--- src/rtl/fetch_queue_unit.sv ---
// rtl/fetch_queue_unit.sv - fetch PC generation, bimodal branch prediction and fetch queue
// Optional return-address stack enabled by defining FETCH_RAS_EN.
module fetch_queue_unit #(
  parameter int FQ_DEPTH  = 4,
  parameter int BHT_IDX   = 8,
  parameter int CNT_BITS  = 2,
  parameter int RAS_DEPTH = 4
) (
  input  logic        clk_in,
  input  logic        rst_n_in,
  input  logic        rdy_in,
  output logic [31:0] ic_pc,
  output logic        ic_req,
  input  logic        ic_valid,
  input  logic [31:0] ic_ins,
  output logic        dq_valid,
  input  logic        dq_ready,
  output logic [31:0] dq_pc,
  output logic [31:0] dq_ins,
  output logic        dq_pred_jmp,
  output logic [31:0] dq_alt_pc,
  input  logic        rob_clear,
  input  logic [31:0] rob_new_pc,
  input  logic        jalr_done,
  input  logic [31:0] jalr_pc,
  input  logic        bp_upd,
  input  logic [31:0] bp_upd_pc,
  input  logic        bp_upd_taken
);
  localparam int QW    = $clog2(FQ_DEPTH);
  localparam int BHT_N = 1 << BHT_IDX;
  localparam logic [QW:0]         FULL_CNT = (QW+1)'(FQ_DEPTH);
  localparam logic [CNT_BITS-1:0] CNT_INIT = CNT_BITS'(1 << (CNT_BITS-1));
  localparam logic [CNT_BITS-1:0] CNT_MAX  = '1;

  logic [31:0]         pc;
  logic                stuck;
  logic [31:0]         q_pc  [FQ_DEPTH];
  logic [31:0]         q_ins [FQ_DEPTH];
  logic [31:0]         q_alt [FQ_DEPTH];
  logic                q_pred[FQ_DEPTH];
  logic [QW-1:0]       head, tail;
  logic [QW:0]         count;
  logic [CNT_BITS-1:0] ctr [BHT_N];

  logic        is_c, is_jal, is_br, is_jalr, pred_bit, go_stuck, enq_pred;
  logic        accept, deq;
  logic [31:0] fall, jump_imm, br_imm, br_tgt, nxt_pc, enq_alt;
  logic [CNT_BITS-1:0] upd_cur, upd_nxt;
  logic        unused_bits;

  assign ic_pc       = pc;
  assign ic_req      = !stuck && (count < FULL_CNT);
  assign dq_valid    = (count != '0);
  assign dq_pc       = q_pc[head];
  assign dq_ins      = q_ins[head];
  assign dq_pred_jmp = q_pred[head];
  assign dq_alt_pc   = q_alt[head];
  assign accept      = ic_req && ic_valid;
  assign deq         = dq_valid && dq_ready;
  assign unused_bits = ^{ic_ins, bp_upd_pc};

  // Decode only what steers the PC: 32-bit opcodes, and RVC quadrant 01 / 10 jumps and branches.
  assign is_c    = (ic_ins[1:0] != 2'b11);
  assign is_jal  = is_c ? (ic_ins[1:0] == 2'b01 && (ic_ins[15:13] == 3'b101 || ic_ins[15:13] == 3'b001))
                        : (ic_ins[6:0] == 7'b1101111);
  assign is_br   = is_c ? (ic_ins[1:0] == 2'b01 && ic_ins[15:14] == 2'b11)
                        : (ic_ins[6:0] == 7'b1100011);
  assign is_jalr = is_c ? (ic_ins[1:0] == 2'b10 && ic_ins[15:13] == 3'b100 &&
                           ic_ins[11:7] != 5'd0 && ic_ins[6:2] == 5'd0)
                        : (ic_ins[6:0] == 7'b1100111);

  assign fall     = pc + (is_c ? 32'd2 : 32'd4);
  assign jump_imm = is_c ? {{20{ic_ins[12]}}, ic_ins[12], ic_ins[8], ic_ins[10:9], ic_ins[6], ic_ins[7],
                            ic_ins[2], ic_ins[11], ic_ins[5:3], 1'b0}
                         : {{12{ic_ins[31]}}, ic_ins[19:12], ic_ins[20], ic_ins[30:21], 1'b0};
  assign br_imm   = is_c ? {{23{ic_ins[12]}}, ic_ins[12], ic_ins[6:5], ic_ins[2], ic_ins[11:10],
                            ic_ins[4:3], 1'b0}
                         : {{20{ic_ins[31]}}, ic_ins[7], ic_ins[30:25], ic_ins[11:8], 1'b0};
  assign br_tgt   = pc + br_imm;
  assign pred_bit = ctr[pc[BHT_IDX:1]][CNT_BITS-1];

  assign upd_cur = ctr[bp_upd_pc[BHT_IDX:1]];
  assign upd_nxt = bp_upd_taken ? ((upd_cur == CNT_MAX) ? upd_cur : upd_cur + 1'b1)
                                : ((upd_cur == '0)      ? upd_cur : upd_cur - 1'b1);

`ifdef FETCH_RAS_EN
  localparam int RW = $clog2(RAS_DEPTH);
  localparam logic [RW:0] RAS_FULL = (RW+1)'(RAS_DEPTH);
  logic [31:0]   ras [RAS_DEPTH];
  logic [RW-1:0] ras_ptr;
  logic [RW:0]   ras_cnt;
  logic          is_link, is_ret, ras_pop;
  logic [4:0]    rd, rs1;

  assign rd      = ic_ins[11:7];
  assign rs1     = is_c ? ic_ins[11:7] : ic_ins[19:15];
  assign is_link = is_c ? ((is_jal && ic_ins[15:13] == 3'b001) || (is_jalr && ic_ins[12]))
                        : ((is_jal || is_jalr) && (rd == 5'd1 || rd == 5'd5));
  assign is_ret  = is_jalr && (is_c ? (!ic_ins[12] && rs1 == 5'd1)
                                    : (rd == 5'd0 && (rs1 == 5'd1 || rs1 == 5'd5)));
`else
  localparam int UNUSED_RAS_DEPTH = RAS_DEPTH;
`endif

  always_comb begin
    nxt_pc   = fall;
    enq_pred = 1'b0;
    enq_alt  = fall;
    go_stuck = 1'b0;
`ifdef FETCH_RAS_EN
    ras_pop  = 1'b0;
`endif
    if (is_jal) begin
      nxt_pc   = pc + jump_imm;
      enq_pred = 1'b1;
    end else if (is_br) begin
      enq_pred = pred_bit;
      nxt_pc   = pred_bit ? br_tgt : fall;
      enq_alt  = pred_bit ? fall : br_tgt;
    end else if (is_jalr) begin
`ifdef FETCH_RAS_EN
      if (is_ret && ras_cnt != '0) begin
        nxt_pc   = ras[ras_ptr - 1'b1];
        enq_pred = 1'b1;
        ras_pop  = 1'b1;
      end else begin
        nxt_pc   = pc;
        go_stuck = 1'b1;
      end
`else
      nxt_pc   = pc;
      go_stuck = 1'b1;
`endif
    end
  end

  always_ff @(posedge clk_in) begin
    if (!rst_n_in) begin
      pc    <= '0;
      stuck <= 1'b0;
      head  <= '0;
      tail  <= '0;
      count <= '0;
      for (int i = 0; i < FQ_DEPTH; i++) begin
        q_pc[i]   <= '0;
        q_ins[i]  <= '0;
        q_alt[i]  <= '0;
        q_pred[i] <= 1'b0;
      end
      for (int i = 0; i < BHT_N; i++) ctr[i] <= CNT_INIT;
`ifdef FETCH_RAS_EN
      ras_ptr <= '0;
      ras_cnt <= '0;
`endif
    end else if (rdy_in) begin
      // Prediction above already read the pre-update counter, so a same-index update is safe here.
      if (bp_upd) ctr[bp_upd_pc[BHT_IDX:1]] <= upd_nxt;
      if (rob_clear) begin
        pc    <= rob_new_pc;
        stuck <= 1'b0;
        head  <= '0;
        tail  <= '0;
        count <= '0;
`ifdef FETCH_RAS_EN
        ras_ptr <= '0;
        ras_cnt <= '0;
`endif
      end else begin
        if (accept) begin
          q_pc[tail]   <= pc;
          q_ins[tail]  <= ic_ins;
          q_alt[tail]  <= enq_alt;
          q_pred[tail] <= enq_pred;
          tail         <= tail + 1'b1;
          pc           <= nxt_pc;
          if (go_stuck) stuck <= 1'b1;
`ifdef FETCH_RAS_EN
          // Circular stack: when full, the write slot is the oldest entry.
          if (is_link) begin
            ras[ras_ptr] <= fall;
            ras_ptr      <= ras_ptr + 1'b1;
            if (ras_cnt != RAS_FULL) ras_cnt <= ras_cnt + 1'b1;
          end else if (ras_pop) begin
            ras_ptr <= ras_ptr - 1'b1;
            ras_cnt <= ras_cnt - 1'b1;
          end
`endif
        end else if (stuck && jalr_done) begin
          pc    <= jalr_pc;
          stuck <= 1'b0;
        end
        if (deq) head <= head + 1'b1;
        if (accept && !deq)      count <= count + 1'b1;
        else if (!accept && deq) count <= count - 1'b1;
      end
    end
  end
endmodule

--- config.mk ---
export PLATFORM = sky130hd
export DESIGN_NAME = fetch_queue_unit
export DESIGN_NICKNAME = d
export VERILOG_FILES = /design/src/rtl/fetch_queue_unit.sv
export SDC_FILE = /design/constraint.sdc
export NUM_CORES = 2
export LEC_CHECK = 0
export CAP_MARGIN = 10
export CORE_MARGIN = 3
export CORE_UTILIZATION = 61
export CTS_CLUSTER_DIAMETER = 50
export DETAILED_ROUTE_END_ITERATION = 7
export GPL_TIMING_DRIVEN = 0
export PLACE_DENSITY_LB_ADDON = 0.08
export SLEW_MARGIN = 10
export SYNTH_ARGS = -nofsm -noshare
export SYNTH_HDL_FRONTEND = slang
export SYNTH_SLANG_ARGS = --single-unit
--- constraint.sdc ---
create_clock -name clk_in -period 12.2 [get_ports clk_in]
set_clock_uncertainty 0.1 [all_clocks]
set_input_delay 1.22 -clock clk_in [delete_from_list [all_inputs] [get_ports clk_in]]
set_output_delay 1.22 -clock clk_in [all_outputs]
set_load 0.005 [all_outputs]
==> impl_metrics.xml <==
<?xml version="1.0" encoding="UTF-8"?>
<metrics>
  <group name="synthesis">
    <metric name="yosysTopAreaCellShare" unit="%">52.50</metric>
    <metric name="ys_types" unit="">77</metric>
    <metric name="syn_inst" unit="">4071</metric>
    <metric name="number_of_enable_type_register_cells_in_the_synthesized_netlist" unit="">893</metric>
    <metric name="synth-async-reset-ratio" unit="%">0</metric>
    <metric name="synth.yosys.seq_area_share" unit="%">54.58</metric>
    <metric name="synth_compound_area_share" unit="%">7.553</metric>
    <metric name="synth-warning-count" unit="">0</metric>
    <metric name="mappedNetlistArea" unit="µm²">51070</metric>
    <metric name="synthAdderAreaFrac" unit="%">1.526</metric>
    <metric name="synth_fp_nets" unit="">4266</metric>
    <metric name="dominant_combinational_cell_family_by_area_after_synthesis" unit="">simple AND/OR/NAND/NOR gates</metric>
    <metric name="synth_top_flop_cell" unit="">sky130_fd_sc_hd__edfxtp_1</metric>
    <metric name="synth_top_cells_by_area" unit="">sky130_fd_sc_hd__edfxtp_1, sky130_fd_sc_hd__mux4_2, sky130_fd_sc_hd__nor3_2</metric>
    <metric name="most_frequent_cells_after_synthesis" unit="">sky130_fd_sc_hd__edfxtp_1, sky130_fd_sc_hd__o21ai_0, sky130_fd_sc_hd__nor2_1</metric>
    <metric name="yosys.area.top_type" unit="">sky130_fd_sc_hd__edfxtp_1</metric>
    <metric name="synth.mux.area_fraction" unit="%">15.14</metric>
    <metric name="synth_area_per_cell" unit="µm²">12.55</metric>
    <metric name="synth_xor_xnor_area_share" unit="%">1.320</metric>
    <metric name="synthSimpleGateAreaFrac" unit="%">15.40</metric>
    <metric name="yosysMostFrequentCell" unit="">sky130_fd_sc_hd__edfxtp_1</metric>
    <metric name="yosys_register_bits" unit="">946</metric>
  </group>
  <group name="worst_setup_path">
    <metric name="reg2reg_to" unit="">ic_pc[4]$_SDFFE_PN0P_</metric>
    <metric name="critPathRequiredTime" unit="ns">12.46</metric>
    <metric name="critical_path.startpoint_type" unit="">input port</metric>
    <metric name="rr_worst_depth" unit="">12</metric>
    <metric name="cp_max_fo" unit="">10</metric>
    <metric name="cp-end-kind" unit="">register</metric>
    <metric name="worst-r2r-setup-slack" unit="ns">6.33</metric>
    <metric name="timing_worst_setup_path_type" unit="">input port to register</metric>
    <metric name="crit_path_start" unit="">bp_upd_pc[2]</metric>
    <metric name="worstSetupEndpoint" unit="">ctr[83][1]$_SDFFCE_PN1P_</metric>
    <metric name="cp_data_arrival_time" unit="ns">6.90</metric>
  </group>
  <group name="global_routing">
    <metric name="grt_util_all_layers" unit="%">49.26</metric>
    <metric name="antenna_found_initial" unit="">25</metric>
    <metric name="grt_overflow" unit="">0</metric>
    <metric name="via_count_of_the_first_global_routing_pass" unit="">39562</metric>
    <metric name="grt_max_degree" unit="">52</metric>
    <metric name="grt_pass1_wl" unit="µm">294900</metric>
  </group>
  <group name="die">
    <metric name="row_count" unit="">105</metric>
    <metric name="core_area" unit="µm²">82500</metric>
    <metric name="initial_utilization" unit="%">61.90</metric>
    <metric name="dieHeight" unit="µm">295.4</metric>
    <metric name="design.die.area" unit="µm²">87230</metric>
    <metric name="die_x" unit="µm">295.4</metric>
    <metric name="io_pins" unit="">268</metric>
  </group>
  <group name="layout">
    <metric name="final_cell_count_no_fill" unit="">5613</metric>
    <metric name="drive_gt1_share" unit="%">19.79</metric>
    <metric name="syn_to_final_growth" unit="%">15.15</metric>
    <metric name="layout.nets" unit="">4628</metric>
  </group>
  <group name="routing">
    <metric name="drt_first_pass_iters" unit="">8</metric>
    <metric name="antenna_left" unit="">0</metric>
    <metric name="detail_route.vias_per_cell" unit="">7.458</metric>
    <metric name="drt_iter0_drc" unit="">7644</metric>
    <metric name="wl_met3" unit="µm">33910</metric>
    <metric name="wire_per_inst" unit="µm">38.33</metric>
    <metric name="drc_errors" unit="">42</metric>
    <metric name="routed.top_layer" unit="">met5</metric>
    <metric name="num_vias" unit="">41861</metric>
    <metric name="postRouteWirelength" unit="µm">215100</metric>
    <metric name="route.met2.wl" unit="µm">91350</metric>
    <metric name="met1_length" unit="µm">65760</metric>
  </group>
  <group name="clock_tree">
    <metric name="numCtsBuffers" unit="">107</metric>
    <metric name="clock-root-buffer" unit="">sky130_fd_sc_hd__clkbuf_16</metric>
    <metric name="hold_buffers" unit="">0</metric>
    <metric name="cts_tree" unit="">built</metric>
    <metric name="h_tree_levels" unit="">3</metric>
    <metric name="clk_pin_slew_worst_paths" unit="ns">0.06</metric>
    <metric name="worst_skew_pair.late_latency" unit="ns">0.69</metric>
    <metric name="cts_setup_buffers" unit="">0</metric>
    <metric name="post_cts_resize_count" unit="">0</metric>
    <metric name="cts_max_path_buffers" unit="">3</metric>
    <metric name="clkSinkCount" unit="">946</metric>
  </group>
  <group name="timing">
    <metric name="worstMarginPinSlew" unit="ns">1.605</metric>
    <metric name="max_freq" unit="MHz">150.5</metric>
    <metric name="finalWorstPathRequiredPeriod" unit="ns">6.645</metric>
    <metric name="postLayoutSetupSlackWorst" unit="ns">5.555</metric>
    <metric name="maxSlewHeadroom" unit="%">-7.399</metric>
    <metric name="final.period_utilization" unit="%">54.47</metric>
    <metric name="setup-violations-final" unit="">0</metric>
    <metric name="rsz0062_at_grt" unit="">false</metric>
    <metric name="final-hold-violation-count" unit="">0</metric>
    <metric name="slew_violations" unit="">57</metric>
  </group>
  <group name="place">
    <metric name="half_perimeter_wire_length_of_the_detailed_placement_result" unit="µm">149900</metric>
    <metric name="io_buffer_count" unit="">234</metric>
    <metric name="pre_cts_slack" unit="ns">5.053</metric>
    <metric name="dp_cells" unit="">5392</metric>
    <metric name="routability_cong" unit="">1.138</metric>
  </group>
  <group name="worst_hold_path">
    <metric name="holdCritPathClass" unit="">register to register</metric>
  </group>
  <group name="outcome">
    <metric name="status" unit="">finished with violations</metric>
    <metric name="violations" unit="">DRC, capacitance limit, slew limit</metric>
  </group>
  <group name="run">
    <metric name="maxCapViolations" unit="">8</metric>
  </group>
  <group name="power_and_ir_drop">
    <metric name="leakagePower" unit="nW">19.15</metric>
    <metric name="cellPowerDensity" unit="nW/µm²">138.6</metric>
    <metric name="ir_drop" unit="µV">131.2</metric>
  </group>
</metrics>
[power by group]
| group | switching (mW) | leakage (nW) | internal (mW) | total [mW] |
|---|---|---|---|---|
| Combinational | 0.800 | 8.64 | 0.380 | 1.18 |
| Sequential | 0.0619 | 8.78 | 3.63 | 3.70 |
| Clock | 1.37 | 1.72 | 1.90 | 3.28 |
[logic make-up (layout without fill, tap and decap cells)]
| group | count (synthesis) | after routing |
|---|---|---|
| AO/OA/AOI/OAI | 645 | 645 |
| XOR/XNOR | 77 | 77 |
| adder cells (fa/ha/maj) | 61 | 61 |
| buffers and inverters | 534 | 985 |
| flip-flops | 946 | 946 |
| multiplexers | 382 | 382 |
| other | 0 | 21 |
| AND/OR/NAND/NOR | 1426 | 1426 |
[layer usage]
layer | GRT usage [%] | up-vias
li1 | - | 16294
met1 | 57.21 | 19880
met2 | 71.26 | 4391
met3 | 20.64 | 1288
met4 | 41.35 | 8
met5 | 0.5420 | -
[critical path, cell delays in order]
cell and delay [ns]:
sky130_fd_sc_hd__buf_2 0.25, sky130_fd_sc_hd__buf_2 0.35, sky130_fd_sc_hd__buf_1 1.04, sky130_fd_sc_hd__clkbuf_1 0.75, sky130_fd_sc_hd__buf_1 0.50, sky130_fd_sc_hd__nand2_1 0.21, sky130_fd_sc_hd__nor2_1 1.24, sky130_fd_sc_hd__clkbuf_1 1.09
sky130_fd_sc_hd__nand3_1 0.22
[per-stage QoR]
stage / hold slack (ns) / TNS, ns / total power, mW / util, % / instance area (µm²)
final: 0.4015 / 0 / 8.153 / 71.28 / 58810
after global routing: 0.4233 / 0 / 8.279 / 71.24 / 58780
after CTS: 0.4000 / 0 / 8.056 / 71.16 / 58710
after detailed placement: 0.3837 / 0 / 4.875 / 66.89 / 55190
after global placement: 0.3614 / -791.59 / 4.872 / 66.36 / 54750
after floorplan: 0.3474 / 0 / 4.401 / - / 51070
[final cells by class]
class | instances | area (µm²)
Antenna cell | 21 | 52.55
Buffer | 423 | 1914
Clock buffer | 137 | 2874
Clock inverter | 61 | 645.6
Fill cell | 5760 | 23700
Inverter | 111 | 416.7
Multi-Input combinational cell | 2591 | 21000
Sequential cell | 946 | 27880
Tap cell | 1070 | 1339
Timing Repair Buffer | 253 | 2688
[registers in the layout, indices dropped and copies added (netlist names), named ones only]
signal,cells
q_pred,4
count,3
q_alt,124
head,2
q_ins,128
stuck,1
tail,2
ctr,512
q_pc,128
ic_pc,32
[placed cells by master, fill, tap and decap left out, drive strengths merged, types with 13 or more instances in the layout]
cell / n
dfxtp: 53
a31oi: 17
mux2i: 59
clkinv: 36
and3: 87
diode: 21
mux4: 311
buf: 173
xnor2: 48
o21ai: 336
nand2: 274
and2: 20
nand4: 15
a21oi: 95
a211oi: 13
xor2: 29
o211ai: 24
nand3: 316
nor2: 324
o21a: 13
nor2b: 24
clkdlybuf4s50: 234
a21o: 22
inv: 122
edfxtp: 893
a22oi: 27
nand2b: 27
nor3: 296
ha: 55
clkbuf: 406
[worst min path at each step]
stage                            startpoint           endpoint  slack, ns  cells past startpoint
after floorplan           q_pred[2]$_DFF_P_  q_pred[2]$_DFF_P_       0.35                      2
after global placement    q_pred[0]$_DFF_P_  q_pred[0]$_DFF_P_       0.36                      2
after detailed placement  q_pred[0]$_DFF_P_  q_pred[0]$_DFF_P_       0.38                      2
after CTS                 q_pred[0]$_DFF_P_  q_pred[0]$_DFF_P_       0.40                      2
after global routing      q_pred[0]$_DFF_P_  q_pred[0]$_DFF_P_       0.42                      2
final                     q_pred[0]$_DFF_P_  q_pred[0]$_DFF_P_       0.40                      2
(Power assumes the default switching activity.)
